===== config.mk =====
export PLATFORM = sky130hd
export DESIGN_NAME = game_ctrl_flat
export DESIGN_NICKNAME = d
export VERILOG_FILES = /design/src/rtl/game_ctrl_if.sv /design/src/rtl/game_ctrl.sv /design/src/flat_wrapper.sv
export SDC_FILE = /design/constraint.sdc
export NUM_CORES = 1
export LEC_CHECK = 0
export ABC_CLOCK_PERIOD_IN_PS = 4200
export CAP_MARGIN = 20
export CORE_ASPECT_RATIO = 1.75
export CORE_MARGIN = 2
export CORE_UTILIZATION = 40
export DETAILED_ROUTE_END_ITERATION = 10
export HOLD_SLACK_MARGIN = 0.05
export SYNTH_ARGS = -nofsm -noshare
export SYNTH_HDL_FRONTEND = slang
export SYNTH_SLANG_ARGS = --single-unit

===== constraint.sdc =====
create_clock -name clk -period 4.2 [get_ports clk]
set_input_delay 0.63 -clock clk [delete_from_list [all_inputs] [get_ports clk]]
set_output_delay 0.63 -clock clk [all_outputs]
set_load 0.05 [all_outputs]

===== src/rtl/game_ctrl_if.sv =====
// Signal bundle between the game sequencer and the rest of the VGA runner top.
// The slave side is the sequencer; the master side drives the game inputs.
interface game_ctrl_if;
  logic       Vsynq;
  logic       button;
  logic       collision;
  logic       enemy_pass;
  logic       run;
  logic [3:0] enemy_speed;
  logic [3:0] score_tens;
  logic [3:0] score_ones;
  logic [2:0] lives;
  logic       game_over;
  logic       led;
  logic       frame_tick;

  modport master (
    output Vsynq, button, collision, enemy_pass,
    input  run, enemy_speed, score_tens, score_ones, lives, game_over, led, frame_tick
  );

  modport slave (
    input  Vsynq, button, collision, enemy_pass,
    output run, enemy_speed, score_tens, score_ones, lives, game_over, led, frame_tick
  );
endinterface


===== src/rtl/game_ctrl.sv =====
// Game sequencer: owns game state, lives, BCD score and enemy speed.
// Every game decision is paced by a frame tick derived from the Vsynq falling edge.
module game_ctrl #(
  parameter int LIVES      = 3,
  parameter int HIT_FRAMES = 60,
  parameter int SPEED_STEP = 5,
  parameter int BASE_SPEED = 1,
  parameter int MAX_SPEED  = 8
) (
  input logic        clk,
  input logic        reset,
  game_ctrl_if.slave bus
);

  typedef enum logic [1:0] {IDLE, PLAYING, HIT, GAME_OVER} state_t;

  localparam logic [2:0] LIVES_INIT = 3'(LIVES);
  localparam logic [7:0] HIT_LEN    = 8'(HIT_FRAMES);
  localparam logic [6:0] STEP_LEN   = 7'(SPEED_STEP);
  localparam logic [3:0] SPEED_INIT = 4'(BASE_SPEED);
  localparam logic [3:0] SPEED_MAX  = 4'(MAX_SPEED);

  state_t     state_q, state_d;
  logic       vs_q, vs_prev_q;
  logic       frame_tick_q, frame_tick_d;
  logic       btn_s1_q, btn_s2_q;
  logic       btn_frame_q, btn_frame_d;
  logic [3:0] tens_q, tens_d;
  logic [3:0] ones_q, ones_d;
  logic [3:0] speed_q, speed_d;
  logic [2:0] lives_q, lives_d;
  logic       led_q, led_d;
  logic [7:0] frame_cnt_q, frame_cnt_d;
  logic [6:0] pts_q, pts_d;
  logic       press;
  logic [7:0] frame_cnt_inc;
  logic [6:0] pts_inc;

  always_comb begin
    frame_tick_d  = vs_prev_q & ~vs_q;
    press         = frame_tick_q & btn_s2_q & ~btn_frame_q;
    btn_frame_d   = frame_tick_q ? btn_s2_q : btn_frame_q;
    frame_cnt_inc = frame_cnt_q + 8'd1;
    pts_inc       = pts_q + 7'd1;

    state_d     = state_q;
    tens_d      = tens_q;
    ones_d      = ones_q;
    speed_d     = speed_q;
    lives_d     = lives_q;
    led_d       = led_q;
    frame_cnt_d = frame_cnt_q;
    pts_d       = pts_q;

    case (state_q)
      IDLE: begin
        if (press) state_d = PLAYING;
      end
      PLAYING: begin
        // Collision has priority over a simultaneous pass: no point is scored.
        if (bus.collision) begin
          state_d     = HIT;
          frame_cnt_d = 8'd0;
          led_d       = 1'b1;
          if (lives_q != 3'd0) lives_d = lives_q - 3'd1;
        end else if (bus.enemy_pass && !(tens_q == 4'd9 && ones_q == 4'd9)) begin
          if (ones_q == 4'd9) begin
            ones_d = 4'd0;
            tens_d = tens_q + 4'd1;
          end else begin
            ones_d = ones_q + 4'd1;
          end
          if (pts_inc == STEP_LEN) begin
            pts_d = 7'd0;
            if (speed_q < SPEED_MAX) speed_d = speed_q + 4'd1;
          end else begin
            pts_d = pts_inc;
          end
        end
      end
      HIT: begin
        if (frame_tick_q) begin
          frame_cnt_d = frame_cnt_inc;
          if (frame_cnt_inc[2:0] == 3'd0) led_d = ~led_q;
          if (frame_cnt_inc == HIT_LEN) begin
            led_d   = 1'b0;
            state_d = (lives_q == 3'd0) ? GAME_OVER : PLAYING;
          end
        end
      end
      GAME_OVER: begin
        // Score and speed stay visible until the player restarts.
        if (press) begin
          state_d = IDLE;
          tens_d  = 4'd0;
          ones_d  = 4'd0;
          lives_d = LIVES_INIT;
          speed_d = SPEED_INIT;
          pts_d   = 7'd0;
        end
      end
      default: state_d = IDLE;
    endcase
  end

  always_ff @(posedge clk) begin
    if (reset) begin
      state_q      <= IDLE;
      vs_q         <= 1'b0;
      vs_prev_q    <= 1'b0;
      frame_tick_q <= 1'b0;
      btn_s1_q     <= 1'b0;
      btn_s2_q     <= 1'b0;
      btn_frame_q  <= 1'b0;
      tens_q       <= 4'd0;
      ones_q       <= 4'd0;
      speed_q      <= SPEED_INIT;
      lives_q      <= LIVES_INIT;
      led_q        <= 1'b0;
      frame_cnt_q  <= 8'd0;
      pts_q        <= 7'd0;
    end else begin
      state_q      <= state_d;
      vs_q         <= bus.Vsynq;
      vs_prev_q    <= vs_q;
      frame_tick_q <= frame_tick_d;
      btn_s1_q     <= bus.button;
      btn_s2_q     <= btn_s1_q;
      btn_frame_q  <= btn_frame_d;
      tens_q       <= tens_d;
      ones_q       <= ones_d;
      speed_q      <= speed_d;
      lives_q      <= lives_d;
      led_q        <= led_d;
      frame_cnt_q  <= frame_cnt_d;
      pts_q        <= pts_d;
    end
  end

  assign bus.run         = (state_q == PLAYING);
  assign bus.game_over   = (state_q == GAME_OVER);
  assign bus.enemy_speed = speed_q;
  assign bus.score_tens  = tens_q;
  assign bus.score_ones  = ones_q;
  assign bus.lives       = lives_q;
  assign bus.led         = led_q;
  assign bus.frame_tick  = frame_tick_q;

endmodule


===== src/flat_wrapper.sv =====
// flat-port wrapper written by rule: the top's interface ports become plain ports
module game_ctrl_flat 
#(
  parameter int LIVES      = 3,
  parameter int HIT_FRAMES = 60,
  parameter int SPEED_STEP = 5,
  parameter int BASE_SPEED = 1,
  parameter int MAX_SPEED  = 8
)
  (clk, reset, bus_Vsynq, bus_button, bus_collision, bus_enemy_pass, bus_run, bus_enemy_speed, bus_score_tens, bus_score_ones, bus_lives, bus_game_over, bus_led, bus_frame_tick);
  game_ctrl_if bus_i ();
  input logic clk;
  input logic reset;
  input wire logic [$bits(bus_i.Vsynq)-1:0] bus_Vsynq;
  input wire logic [$bits(bus_i.button)-1:0] bus_button;
  input wire logic [$bits(bus_i.collision)-1:0] bus_collision;
  input wire logic [$bits(bus_i.enemy_pass)-1:0] bus_enemy_pass;
  output wire logic [$bits(bus_i.run)-1:0] bus_run;
  output wire logic [$bits(bus_i.enemy_speed)-1:0] bus_enemy_speed;
  output wire logic [$bits(bus_i.score_tens)-1:0] bus_score_tens;
  output wire logic [$bits(bus_i.score_ones)-1:0] bus_score_ones;
  output wire logic [$bits(bus_i.lives)-1:0] bus_lives;
  output wire logic [$bits(bus_i.game_over)-1:0] bus_game_over;
  output wire logic [$bits(bus_i.led)-1:0] bus_led;
  output wire logic [$bits(bus_i.frame_tick)-1:0] bus_frame_tick;
  assign bus_i.Vsynq = bus_Vsynq;
  assign bus_i.button = bus_button;
  assign bus_i.collision = bus_collision;
  assign bus_i.enemy_pass = bus_enemy_pass;
  assign bus_run = bus_i.run;
  assign bus_enemy_speed = bus_i.enemy_speed;
  assign bus_score_tens = bus_i.score_tens;
  assign bus_score_ones = bus_i.score_ones;
  assign bus_lives = bus_i.lives;
  assign bus_game_over = bus_i.game_over;
  assign bus_led = bus_i.led;
  assign bus_frame_tick = bus_i.frame_tick;
  game_ctrl #(.LIVES(LIVES), .HIT_FRAMES(HIT_FRAMES), .SPEED_STEP(SPEED_STEP), .BASE_SPEED(BASE_SPEED), .MAX_SPEED(MAX_SPEED)) u_core (.clk(clk), .reset(reset), .bus(bus_i));
endmodule

### Word level (Yosys, flattened, before mapping)

Cells that the tools add are included.

| operators by class | value |
|---|---|
| order comparisons | 1 |
| add/sub/neg operators | 6 |
| reduce and logical (&&, ||, !) cells | 16 |
| equality and inequality tests | 19 |
| bitwise gates (word level) | 6 |
| mux-type cells | 39 |

Operator list:

| cell | count |
|---|---|
| $mux W4 | 12 |
| $mux W7 | 4 |
| $pmux W4 S2 | 3 |
| $ne A2 B1 Y1 const B | 9 |
| $mux W8 | 2 |
| $pmux W8 S2 | 1 |
| $pmux W7 S2 | 1 |
| $add A4 B1 Y4 const B | 3 |
| $mux W2 | 6 |
| $reduce_and A4 Y1 | 3 |
| $reduce_and A5 Y1 | 2 |
| $mux W3 | 3 |
| $add A8 B1 Y8 const B | 1 |
| $eq A4 B4 Y1 const B | 2 |
| $eq A8 B6 Y1 const B | 1 |
| $pmux W2 S4 | 1 |
| $add A7 B1 Y7 const B | 1 |
| $eq A7 B3 Y1 const B | 1 |
| $logic_not A3 Y1 | 2 |
| $pmux W3 S2 | 1 |
| $reduce_and A6 Y1 | 1 |
| $eq A2 B2 Y1 const B | 2 |
| $lt A4 B4 Y1 const B | 1 |
| $mux W1 | 4 |
| other kinds (13) | 20 |

| word-level totals | value |
|---|---|
| logic and storage cells | 101 |
| bits in registers | 39 |
| output and inout port bits | 19 |
| input bits | 6 |

### Longest topological paths before layout

| depth | value |
|---|---|
| word-level depth | 7 |
| mapped depth | 8 |
| depth with buffers taken out | 7 |

### Least setup slack after synthesis

Ideal clock, no wire load.

| timing | value |
|---|---|
| path type | reg2reg |
| start | register u_core.ones_q[0], in the netlist u_core.bus.score_ones[0] |
| end | register u_core.speed_q[0], in the netlist u_core.bus.enemy_speed[0] |
| stages on the path, launching flop included | 7 |
| period minus slack after synthesis | 2127 ps |
| data required time | 4128 ps |
| data arrival time | 2056 ps |
| slack | 2073 ps |
| setup time | 72 ps |
| buffers on the path | 0 |
| cells stage by stage | dfxtp_1 -> ha_1 -> nand3b_1 -> o311ai_2 -> nand2_1 -> a31oi_1 -> mux2i_1 |

| between the ends | value |
|---|---|
| word-level cells in the longest chain between the ends | 6 |

Ends and longest elaborated chain:

| item | line | source |
|---|---|---|
| from (decl) | game_ctrl.sv:29 | `logic [3:0] ones_q, ones_d;` |
| from (signal assigned) | game_ctrl.sv:131 | `ones_q <= ones_d;` |
| $eq A4 B4 Y1 | game_ctrl.sv:66 | `end else if (bus.enemy_pass && !(tens_q == 4'd9 && ones_q == 4'd9)) begin` |
| $logic_and A1 B1 Y1 | game_ctrl.sv:66 |  |
| $logic_not A1 Y1 | game_ctrl.sv:66 |  |
| $logic_and A1 B1 Y1 | game_ctrl.sv:66 |  |
| $ne A2 B1 Y1 (no source line) | n/a |  |
| $reduce_and A6 Y1 (no source line) | n/a |  |
| to (signal assigned) | game_ctrl.sv:132 | `speed_q <= speed_d;` |
| to (decl) | game_ctrl.sv:30 | `logic [3:0] speed_q, speed_d;` |

Every way passes these cells.
A chain may end at the register's enable or synchronous reset.

### Final worst setup path

| timing | value |
|---|---|
| start | register u_core.state_q[0] |
| end | output port bus_run |

| between the ends | value |
|---|---|
| word-level cells in the longest chain between the ends | 1 |

Ends and longest elaborated chain:

| item | line | source |
|---|---|---|
| from (decl) | game_ctrl.sv:23 | `state_t state_q, state_d;` |
| from (signal assigned) | game_ctrl.sv:123 | `state_q <= state_d;` |
| $eq A2 B1 Y1 | game_ctrl.sv:140 | `assign bus.run = (state_q == PLAYING);` |
| to (decl) | flat_wrapper.sv:18 | `output wire logic [$bits(bus_i.run)-1:0] bus_run;` |

Every way passes these cells.

==> metrics.md <==
| Metric | Value |
|---|---|
| Vias in the first global route | `1783` |
| Worst-path clk slew | `70 ps` |
| CTS tree | `yes` |
| Tot GR Track Use | `17.4%` |
| P&R area growth vs syn | `16.2%` |
| PwrDens | `around 260 mW/mm^2` |
| Hold-fix buffer count after cts | `0` |
| Prevailing post-synth register cell | `dfxtp_1` |
| Status | `complete, no violations` |
| Register share of total power | `57.5%` |
| Die footprint | `approximately 0.0059 mm^2` |
| Drt total wl | `4770 um` |
| Post-synth cell types | `46` |
| Comb pwr share | `3.2%` |
| CP max FO | `11` |
| Syn Nets | `271` |
| Setup TNS | `0 ps` |
| Pleak | `approximately 0.96 nW` |
| Cell Int Power | `0.510 mW` |
| Drt pass-1 iters | `4` |
| Fin util | `a little under half` |
| Antenna cells | `0` |
| Crit path kind | `register to output pin` |
| Buffers on Ports | `24` |
| Fmax | `351 MHz` |
| Die Height | `100 um` |
| Switching Fraction | `21.5%` |
| Top cell type's share of synthesized area | `36.7%` |
| Post-route cell area | `0.00247 mm^2` |
| Synthesized area | `0.00212 mm^2` |
| Max-Cap Viols | `0` |
| Worst vdd ir | `207 uV` |
| EDFF count, synth | `0` |
| Vias | `1827` |
| Min Tclk post-route | `roughly 2800 ps` |
| Crit start category | `register` |
| Period utilization | `67.8%` |
| Setup WS post-layout | `1350 ps` |
| Ys Warns | `0` |
| Detail Route Antenna Nets | `0` |
| Critical path arrival | `2220 ps` |
| I/O Pins | `25` |
| DRT iter0 DRCs | `46` |
| Slew HR | `45.9%` |
| Largest net degree at the start of global routing | `23` |
| Dpl ws | `1480 ps` |
| Clk_lat worst skew | `290 ps` |
| CTS max path bufs | `2` |
| CTS Sinks | `39` |
| Core Region | `0.00521 mm^2` |
| Max Clock Skew | `between 7 and 8 ps` |
| Register bit count reported by yosys | `39` |
| Placer Congestion | `between 0.8 and 0.9` |
| Worst EP required | `3570 ps` |
| Post_cts resized | `0` |
| RSZ-0062 raised after global routing | `no` |
| Ys async rst share | `0%` |
| H-tree levels | `2` |
| Leading area contributor after synthesis | `dfxtp_1` |
| Clock buffer count from CTS | `5` |
| Die Wd | `59.1 um` |
| Syn avg cell area | `between 8 and 9 um^2` |
| Total power draw | `roughly 0.65 mW` |
| Slew Viols, Final | `0` |
| Std cell rows | `35` |
| Setup crit end kind | `output pin` |
| Avg WL per Cell | `14.5 um` |
| Setup Viol. Count Final | `0` |
| Via density per instance | `roughly 5.6` |
| Root buffer cell | `clkbuf_8` |
| Fin nets | `290` |
| Clock power share | `39.3%` |
| Net switching power figure | `0.139 mW` |
| Cell count after synthesis | `~250` |
| DRC errors left | `0` |
| Placed Area | `0.00238 mm^2` |
| Post-CTS Setup Inserts | `0` |
| Sequential area share after synthesis | `36.7%` |
| Initial Util | `40.8%` |
| Final Hold Vio Count | `0` |
| First-pass GRT wire length | `7930 um` |
| HPWL Detailed | `3630 um` |
| Layout cells sized above 1 | `between 3 and 4%` |
| Top cells by area, synth | `dfxtp_1 (37%), ha_1 (6.5%), a21oi_1 (4.9%)` |
| Worst Tran Pin Value | `810 ps` |
| Fillers | `501` |
| Gr ovfl total | `0` |
| Initial antenna violation count | `0` |
| HP Class | `register to register` |
[registers in the layout (all words and copies together), names as in the netlist, 2 cells and up]
signal                  count
u_core.frame_cnt_q          8
u_core.pts_q                7
u_core.bus.enemy_speed      4
u_core.bus.score_ones       4
u_core.bus.score_tens       4
u_core.bus.lives            3
u_core.state_q              2
[layout make-up]
cell class | instances | area (um^2) | share of cell area, %
clock buffer | 6 | 82.6 | 3.35
inverter | 10 | 37.5 | 1.52
clock inverter | 1 | 5.00 | 0.203
tap | 55 | 68.8 | 2.79
timing repair buffer | 25 | 248 | 10.0
multi-input combinational | 192 | 1250 | 50.5
sequential | 39 | 781 | 31.6
[kinds of logic (layout without fill, tap and decap cells)]
logic type               Yosys count  after routing  synth area share, %
multiplexers                       5              5                 2.36
AND/OR/NAND/NOR                  106            106                 27.6
XOR/XNOR                          10             10                 4.12
AO/OA/AOI/OAI                     59             59                 17.7
flip-flops                        39             39                 36.7
buffers and inverters             23             42                 4.59
adder cells (fa/ha/maj)           12             12                 6.95
[synth_stat cells, types with 3 or more instances]
library cell  number
dfxtp_1           39
nand2b_1           8
o21ai_0           13
xor2_1             4
mux2i_1            5
nand3b_1           5
nor2_1            23
xnor2_1            6
nand3_1           10
nand2_1           15
and3_1             7
a31oi_1            3
buf_2              3
clkbuf_1           8
a21oi_1           21
and2_1             5
nor2b_1           10
o211ai_1           5
or3_1              7
nand4_1            5
ha_1              11
inv_1             10
[cells in the final DEF (no fill, tap or decap), drive strengths merged, types with 5 or more instances in the layout]
cell / Yosys / final
and2: 5 / 5
a21oi: 21 / 21
o211ai: 5 / 5
and3: 7 / 7
nand2: 15 / 15
nor2b: 10 / 10
nor2: 23 / 23
clkbuf: 8 / 6
o21ai: 15 / 15
inv: 10 / 10
ha: 11 / 11
nand2b: 8 / 8
clkdlybuf4s50: 0 / 24
dfxtp: 39 / 39
xnor2: 6 / 6
or3: 7 / 7
mux2i: 5 / 5
nand4: 5 / 5
nand3b: 5 / 5
nand3: 10 / 10
[metal layers]
layer	share of wire (%)	global-route usage [%]	vias to the layer above	wire length [um]
met1	39	17.3	859	1880
met5	0	0	-	0
met2	57	32.9	20	2700
li1	-	-	941	-
met4	2.1	8.39	0	101
met3	1.8	2.96	7	86
[power groups by stage]
stage	clock network, mW	registers, mW	logic [mW]
final	0.255	0.373	0.0210
after CTS	0.268	0.373	0.0214
after global placement	0	0.382	0.0214
after global routing	0.280	0.373	0.0229
after floorplan	0	0.382	0.0111
after detailed placement	0	0.382	0.0214
[path summary, 6_finish.rpt]
kind                                          startpoint                   endpoint  slack, ps  cells past startpoint
worst min-delay path                         u_core.vs_q      u_core.bus.frame_tick        420                      1
worst max-delay path                   u_core.state_q[0]                    bus_run       1350                      2
worst min register to register               u_core.vs_q      u_core.bus.frame_tick        420                      1
worst max register to register  u_core.bus.score_ones[0]  u_core.bus.enemy_speed[1]       1710                      6
[critical path, stage by stage (launching register included)]
cell	delay (ps)
dfxtp_1	490
nor2b_1	530
clkdlybuf4s50_1	910
[metrics by stage]
step           std cells  hold slack (ps)
4_1_cts              328              420
6_report             328              416
3_3_place_gp         321              407
2_1_floorplan        254              390
5_1_grt              328              428
3_5_place_dp         321              405
(Power assumes the default switching activity.)
